$ cat src/rtl/div_result_reconstructor.sv
// -----------------------------------------------------------------------------
// div_result_reconstructor
//
// Rebuilds a dividend from the output of the restoring divider:
//   dividend = quotient * divisor + remainder
// using a sequential shift-add multiplier (one partial product per cycle)
// followed by a single add of the remainder. It can serve as an in-system
// self-check stage placed after the divider.
//
// Handshake: operands are accepted with src_valid/src_ready. The result is
// presented with dest_valid/dest_ready and held until it is accepted. Only one
// operation is in flight at a time.
//
// Parameters
//   WIDTH        operand / result width (default 16)
//
// Ports
//   clk          clock, all logic on the rising edge
//   rst          synchronous reset, active low
//   src_valid    operands valid
//   src_ready    block idle and able to accept operands
//   quotient     multiplicand, unsigned
//   divisor      multiplier, unsigned
//   remainder    addend, unsigned, zero-extended
//   dest_valid   result valid, held until dest_ready
//   dest_ready   downstream accepts the result
//   dividend     low WIDTH bits of quotient*divisor + remainder
//   overflow     full result did not fit in WIDTH bits
//
// Build option
//   OVERFLOW_CHECK_EN  when defined the accumulator is 2*WIDTH bits wide and
//                      overflow reports a non-zero upper half. When undefined
//                      the accumulator is WIDTH bits (result wraps) and
//                      overflow is tied low.
//
// Latency: operands accepted at edge k give dest_valid after edge k+WIDTH+1.
// -----------------------------------------------------------------------------
module div_result_reconstructor #(
  parameter int WIDTH = 16
) (
  input  logic             clk,
  input  logic             rst,
  input  logic             src_valid,
  output logic             src_ready,
  input  logic [WIDTH-1:0] quotient,
  input  logic [WIDTH-1:0] divisor,
  input  logic [WIDTH-1:0] remainder,
  output logic             dest_valid,
  input  logic             dest_ready,
  output logic [WIDTH-1:0] dividend,
  output logic             overflow
);

`ifdef OVERFLOW_CHECK_EN
  localparam int ACC_W = 2 * WIDTH;
`else
  localparam int ACC_W = WIDTH;
`endif
  localparam int               CNT_W    = (WIDTH > 1) ? $clog2(WIDTH) : 1;
  localparam logic [CNT_W-1:0] CNT_LAST = CNT_W'(WIDTH - 1);

  typedef enum logic [1:0] {
    IDLE = 2'd0,
    MUL  = 2'd1,
    ADD  = 2'd2,
    DONE = 2'd3
  } state_t;

  state_t state, state_nxt;

  logic [ACC_W-1:0] mcand;      // multiplicand, pre-shifted by the step count
  logic [ACC_W-1:0] acc;
  logic [ACC_W-1:0] acc_sum;    // accumulator plus remainder, used in ADD
  logic [WIDTH-1:0] mplier;     // multiplier, consumed LSB first
  logic [WIDTH-1:0] rem_q;
  logic [WIDTH-1:0] dividend_q;
  logic [CNT_W-1:0] cnt;

  // Low WIDTH bits of the accumulator form the reconstructed dividend.
  function automatic logic [WIDTH-1:0] low_bits(input logic [ACC_W-1:0] a);
    return a[WIDTH-1:0];
  endfunction

  assign acc_sum = acc + ACC_W'(rem_q);

  // ---------------------------------------------------------------------------
  // Control: state register and next-state logic
  // ---------------------------------------------------------------------------
  always_ff @(posedge clk) begin
    if (!rst) begin
      state <= IDLE;
    end else begin
      state <= state_nxt;
    end
  end

  always_comb begin
    state_nxt = state;
    unique case (state)
      IDLE:    if (src_valid)        state_nxt = MUL;
      MUL:     if (cnt == CNT_LAST)  state_nxt = ADD;
      ADD:                           state_nxt = DONE;
      DONE:    if (dest_ready)       state_nxt = IDLE;
      default:                       state_nxt = IDLE;
    endcase
  end

  assign src_ready  = (state == IDLE);
  assign dest_valid = (state == DONE);

  // ---------------------------------------------------------------------------
  // Datapath: operand capture, shift-add steps, remainder add
  // ---------------------------------------------------------------------------
  always_ff @(posedge clk) begin
    if (!rst) begin
      mcand      <= '0;
      mplier     <= '0;
      rem_q      <= '0;
      acc        <= '0;
      cnt        <= '0;
      dividend_q <= '0;
    end else begin
      unique case (state)
        IDLE: begin
          if (src_valid) begin
            mcand  <= ACC_W'(quotient);
            mplier <= divisor;
            rem_q  <= remainder;
            acc    <= '0;
            cnt    <= '0;
          end
        end
        MUL: begin
          // Shifting mcand left each step is equivalent to adding quotient<<cnt.
          if (mplier[0]) acc <= acc + mcand;
          mcand  <= mcand << 1;
          mplier <= mplier >> 1;
          cnt    <= cnt + CNT_W'(1);
        end
        ADD: begin
          acc        <= acc_sum;
          dividend_q <= low_bits(acc_sum);
        end
        default: begin
        end
      endcase
    end
  end

  assign dividend = dividend_q;

`ifdef OVERFLOW_CHECK_EN
  // Any set bit above WIDTH means the product plus remainder did not fit.
  function automatic logic ovf_flag(input logic [ACC_W-1:0] a);
    return |a[ACC_W-1:WIDTH];
  endfunction

  logic overflow_q;

  always_ff @(posedge clk) begin
    if (!rst) begin
      overflow_q <= 1'b0;
    end else if (state == ADD) begin
      overflow_q <= ovf_flag(acc_sum);
    end
  end

  assign overflow = overflow_q;
`else
  assign overflow = 1'b0;
`endif

endmodule
$ cat config.mk
export PLATFORM = sky130hd
export DESIGN_NAME = div_result_reconstructor
export DESIGN_NICKNAME = d
export VERILOG_FILES = /design/src/rtl/div_result_reconstructor.sv
export SDC_FILE = /design/constraint.sdc
export NUM_CORES = 1
export LEC_CHECK = 0
export ABC_AREA = 1
export BUFFER_PORTS_ARGS = -buffer_cell sky130_fd_sc_hd__buf_2
export CELL_PAD_IN_SITES_DETAIL_PLACEMENT = 1
export CELL_PAD_IN_SITES_GLOBAL_PLACEMENT = 2
export CORE_MARGIN = 8
export CORE_UTILIZATION = 28
export DETAILED_ROUTE_END_ITERATION = 7
export GPL_ROUTABILITY_DRIVEN = 0
export PLACE_DENSITY_LB_ADDON = 0.1
export SYNTH_ARGS = -nofsm -noshare
export SYNTH_HDL_FRONTEND = slang
export SYNTH_SLANG_ARGS = --single-unit
$ cat constraint.sdc
create_clock -name clk -period 1.75 [get_ports clk]
set_input_delay 0.2625 -clock clk [delete_from_list [all_inputs] [get_ports clk]]
set_output_delay 0.2625 -clock clk [all_outputs]
set_load 0.01 [all_outputs]
# Word-level counts from Yosys, hierarchy flattened
# Cells that the tools add are included.
word_totals:
  inputBits: 52
  reg_bits: 86
  elab_cells: 38
  output_inout_bits: 19
classes:
  muxes: 13
  n_reduce_logical: 7
  add_sub_neg: 3
  eq_ne: 8
ops:
  columns: ["op", "count"]
  rows:
  - ["$mux 16", 4]
  - ["$pmux 16 s2", 2]
  - ["$pmux 16 s3", 1]
  - ["$add 16x16->16", 2]
  - ["$pmux 2 s4", 1]
  - ["$pmux 4 s2", 1]
  - ["$mux 2", 3]
  - ["$ne 2x2->1 const B", 3]
  - ["$reduce_and 3->1", 2]
  - ["$add 4x1->4 const B", 1]
  - ["$eq 2x2->1 const B", 2]
  - ["$eq 4x4->1 const B", 1]
  - ["$mux 4", 1]
  - ["$reduce_and 2->1", 2]
  - ["$reduce_bool 3->1", 1]
  - ["$eq 2x1->1 const B", 1]
  - ["$logic_not 2->1", 1]
  - ["$ne 2x1->1 const B", 1]
  - ["$reduce_bool 2->1", 1]

# Logic depth before layout (Yosys ltp)
logic_depth:
  depth_word: 3
  mapped_depth: 13
  depth_no_buf: 13

# Least setup slack after synthesis
# OpenSTA, ideal clock, no wires.
synth_path:
  path_kind: "register to register"
  from: "register acc[0]"
  to: "register acc[6]"
  n_path_buf: 0
  setup_ns: 0.132
  synth_period_minus_slack_ns: 1.760
  required_ns: 1.618
  path_slack_ns: -0.010
  path_stages_with_launch: 12
  arrival_time_ns: 1.628
  path_cell_list: "dfxtp_1 > ha_1 > fa_1 > nand2_1 > nand2_1 > nand3b_1 > nand2_1 > or2_0 > nand3_1 > nand2_1 > nand2_1 > a21oi_1"
synth_between:
  elab_chain_cells: 3
  word_cells_on_any_way: 4
  cone_classes: "add/sub (2); mux (2)"
synth_lines:
  columns: ["element", "line", "source"]
  rows:
  - ["start: declaration", "72", "logic [ACC_W-1:0] acc;"]
  - ["start signal: assignment", "135", "if (mplier[0]) acc <= acc + mcand;"]
  - ["start signal: assignment", "141", "acc <= acc_sum;"]
  - ["$add 16x16->16", "135", null]
  - ["$mux 16", "135", null]
  - ["$pmux 16 s3 *", "123", "unique case (state)"]
# Mark *: on every way between the ends. The rest lies on a longest branch, timed or not. The select of a mux whose other input is x is not followed.
# A chain may end at the register's enable or synchronous reset.

# Final worst setup path
# Same ends and word-level chain as after synthesis.

==> flow_summary.json <==
{
  "synth_compound_area_frac": 0.165,
  "critPathMaxFanout": 4,
  "end_kind": "register",
  "clkTransAtPathRegs_ns": 0.06,
  "yosysSeqAreaShare": 0.330,
  "grt_setup_unrepaired": "yes",
  "clk_latency_ns": 0.34,
  "drc": 0,
  "dp_slack_ns": -0.178,
  "synth.area.top_cells": "dfxtp_1 (33%), nand2_1 (20%), ha_1 (8.4%)",
  "synth_cell_types": 40,
  "synth.largest_area_cell": "dfxtp_1",
  "drt.antenna.violating_nets": 0,
  "grt_max_degree": 47,
  "synthSimpleGateAreaFrac": 0.319,
  "worstReg2RegStart": "acc[0]",
  "initialDrtViolationCount": 168,
  "wl_per_cell_um": 15.8,
  "synth_area_mm2": 0.00521,
  "port_buffers": 69,
  "yosysMostFrequentCell": "nand2_1",
  "hold_depth": 3,
  "power_density_mw_per_mm2": 1330,
  "postCtsHoldBufs": 0,
  "die_h_um": 152,
  "cp-start-kind": "register",
  "period_share": 1.06,
  "ff2ff_path_depth": 11,
  "async_flop_share": 0,
  "die-area_mm2": 0.0232,
  "cp.required_ns": 1.98,
  "grt.met1_usage": 0.178,
  "clockRootBuffer": "clkbuf_16",
  "critPathArrivalTime_ns": 2.07,
  "rows": 50,
  "maxCapViolCount": 0,
  "skew_ns": 0.00544,
  "synth_top_family_by_area": "simple AND/OR/NAND/NOR gates",
  "hp-class": "in2reg",
  "synth_fa_ha_area_frac": 0.0917,
  "numCtsBuffers": 9,
  "drive_above_1_share": 0.324,
  "outcome": "complete, but fails checks",
  "yosys_warnings": 0,
  "path_class": "reg2reg",
  "grt_util_met3": 0.0216,
  "core-area_mm2": 0.0185,
  "start_util": 0.282,
  "syn_to_final_growth_pct": 39.6,
  "dp.cells": 1130,
  "setup_viol": 5,
  "grt_pass1_wl_mm": 29.2,
  "io_pins": 71,
  "violations": "setup timing",
  "cts.sinks": 86,
  "cts_tree": "built",
  "nNetsFinal": 1007,
  "die_w_um": 152,
  "yosysTopAreaCellShare": 0.330,
  "met2_usage": 0.288,
  "synth_common_cells": "nand2_1 (276), dfxtp_1 (86), inv_1 (76), a21oi_1 (58), o21ai_0 (58)",
  "overflow": 0,
  "htreeDepth": 3,
  "finalNonFillerCells": 1156,
  "fin_ws_ns": -0.0969,
  "finalHoldViolations": 0,
  "worstReg2RegEnd": "acc[6]",
  "dp_hpwl_mm": 13.8,
  "avgSynthCellArea_um2": 6.54,
  "via_count": 5521,
  "synthMuxAreaShare": 0,
  "crit_start": "acc[0]",
  "maxSlewViolCount": 0,
  "cts.path.max_buffers": 2,
  "grt-busiest-layer": "met2",
  "r2r_setup_slack_ns": -0.1,
  "synth_edf_count": 0,
  "grt_usage": 0.154,
  "critPathCapture": "acc[6]",
  "routed_wirelength_mm": 18.2,
  "period_needed_ns": 1.85,
  "dr.pass1.iters": 4,
  "synthCells": 797,
  "viasPerCell": 4.78,
  "max_clock_freq_ghz": 0.541,
  "antenna_found_initial": 0,
  "yosys.area_share.xor_xnor": 0.00672,
  "synthFlopType": "dfxtp_1",
  "irDropWorstVdd_mv": 0.913,
  "antenna_cells": 0,
  "ys_ff_latch": 86,
  "grt_pass1_vias": 5831,
  "synth_fp_nets": 886,
  "leakage_nw": 3.36
}
[report_power, final]
part | leakage (nW) | switching, mW | internal (mW)
registers | 0.720 | 0.481 | 2.48
logic | 2.50 | 2.60 | 2.13
clock network | 0.141 | 0.826 | 1.13
total | 3.36 | 3.91 | 5.75
[cells in the final DEF, fill, tap and decap left out, types with 22 or more instances in the layout]
master	n
a31oi_1	31
dfxtp_1	55
ha_4	23
nand2_1	242
inv_1	75
buf_2	70
a21oi_1	39
nand2_2	31
nand3_1	24
dfxtp_2	22
o21ai_0	52
buf_4	62
nor2_1	52
[sequential cells by signal (all words and copies together) (netlist names)]
register  flops
acc          16
dividend     16
mcand        16
mplier       16
rem_q        16
cnt           4
state         2
[cell type report]
cell class                      count  area (um^2)
Fill cell                        2295        11200
Multi-Input combinational cell    600         3630
Sequential cell                    86         1780
Timing Repair Buffer              141          983
Inverter                           80          300
Tap cell                          234          293
Clock buffer                       11          243
Clock inverter                      4         47.5
[stage by stage]
step / hold slack, ns / setup TNS (ns) / cell area [um^2] / util / power [mW]
final: 0.167 / -0.338 / 7280 / 0.394 / 9.65
after global routing: 0.174 / -1.64 / 7280 / 0.394 / 10.4
after CTS: 0.160 / -0.472 / 6690 / 0.362 / 9.18
after detailed placement: 0.454 / -1.73 / 6220 / 0.337 / 7.03
after global placement: 0.450 / -0.779 / 6220 / 0.337 / 6.91
after floorplan: 0.423 / 0 / 5210 / - / 5.26
[layer usage]
| metal | share of wire | wire, um | vias up |
|---|---|---|---|
| met3 | 0.021 | 390 | 16 |
| met5 | 0 | 0 | - |
| li1 | - | - | 2836 |
| met1 | 0.45 | 8210 | 2620 |
| met4 | 0.016 | 288 | 0 |
| met2 | 0.51 | 9350 | 49 |
[worst max-delay path: stages, from the launching register on]
cell and delay (ns):
dfxtp_4 0.37, ha_4 0.16, fa_2 0.35, nand2_2 0.10, nand2_2 0.05, nand3b_1 0.10, nand2_2 0.11, or2_0 0.21
nand3_1 0.09, nand2_1 0.06, nand2_1 0.07, a21oi_2 0.05
[worst min-delay path by stage]
stage,slack [ns],to,startpoint
finish,0.17,rem_q[6],remainder[6]
global route,0.17,mplier[5],divisor[5]
CTS,0.16,rem_q[11],remainder[11]
detailed placement,0.45,dividend[1],dividend[1]
global placement,0.45,dividend[0],dividend[0]
floorplan,0.42,mcand[10],quotient[10]
[what timing repair did]
action                     in CTS  in global routing
pin swaps                       4                 22
setup buffers                   0                  9
gates cloned                    0                  2
setup endpoints to repair      22                 59
resized for setup              45                110
[kinds of logic after synthesis]
logic type / after synthesis
simple gates: 402
compound gates: 156
buf+inv: 111
flops: 86
fa+ha+maj: 37
xor+xnor: 4
other cells: 1
Note: power is estimated with default switching activity, not from simulation.
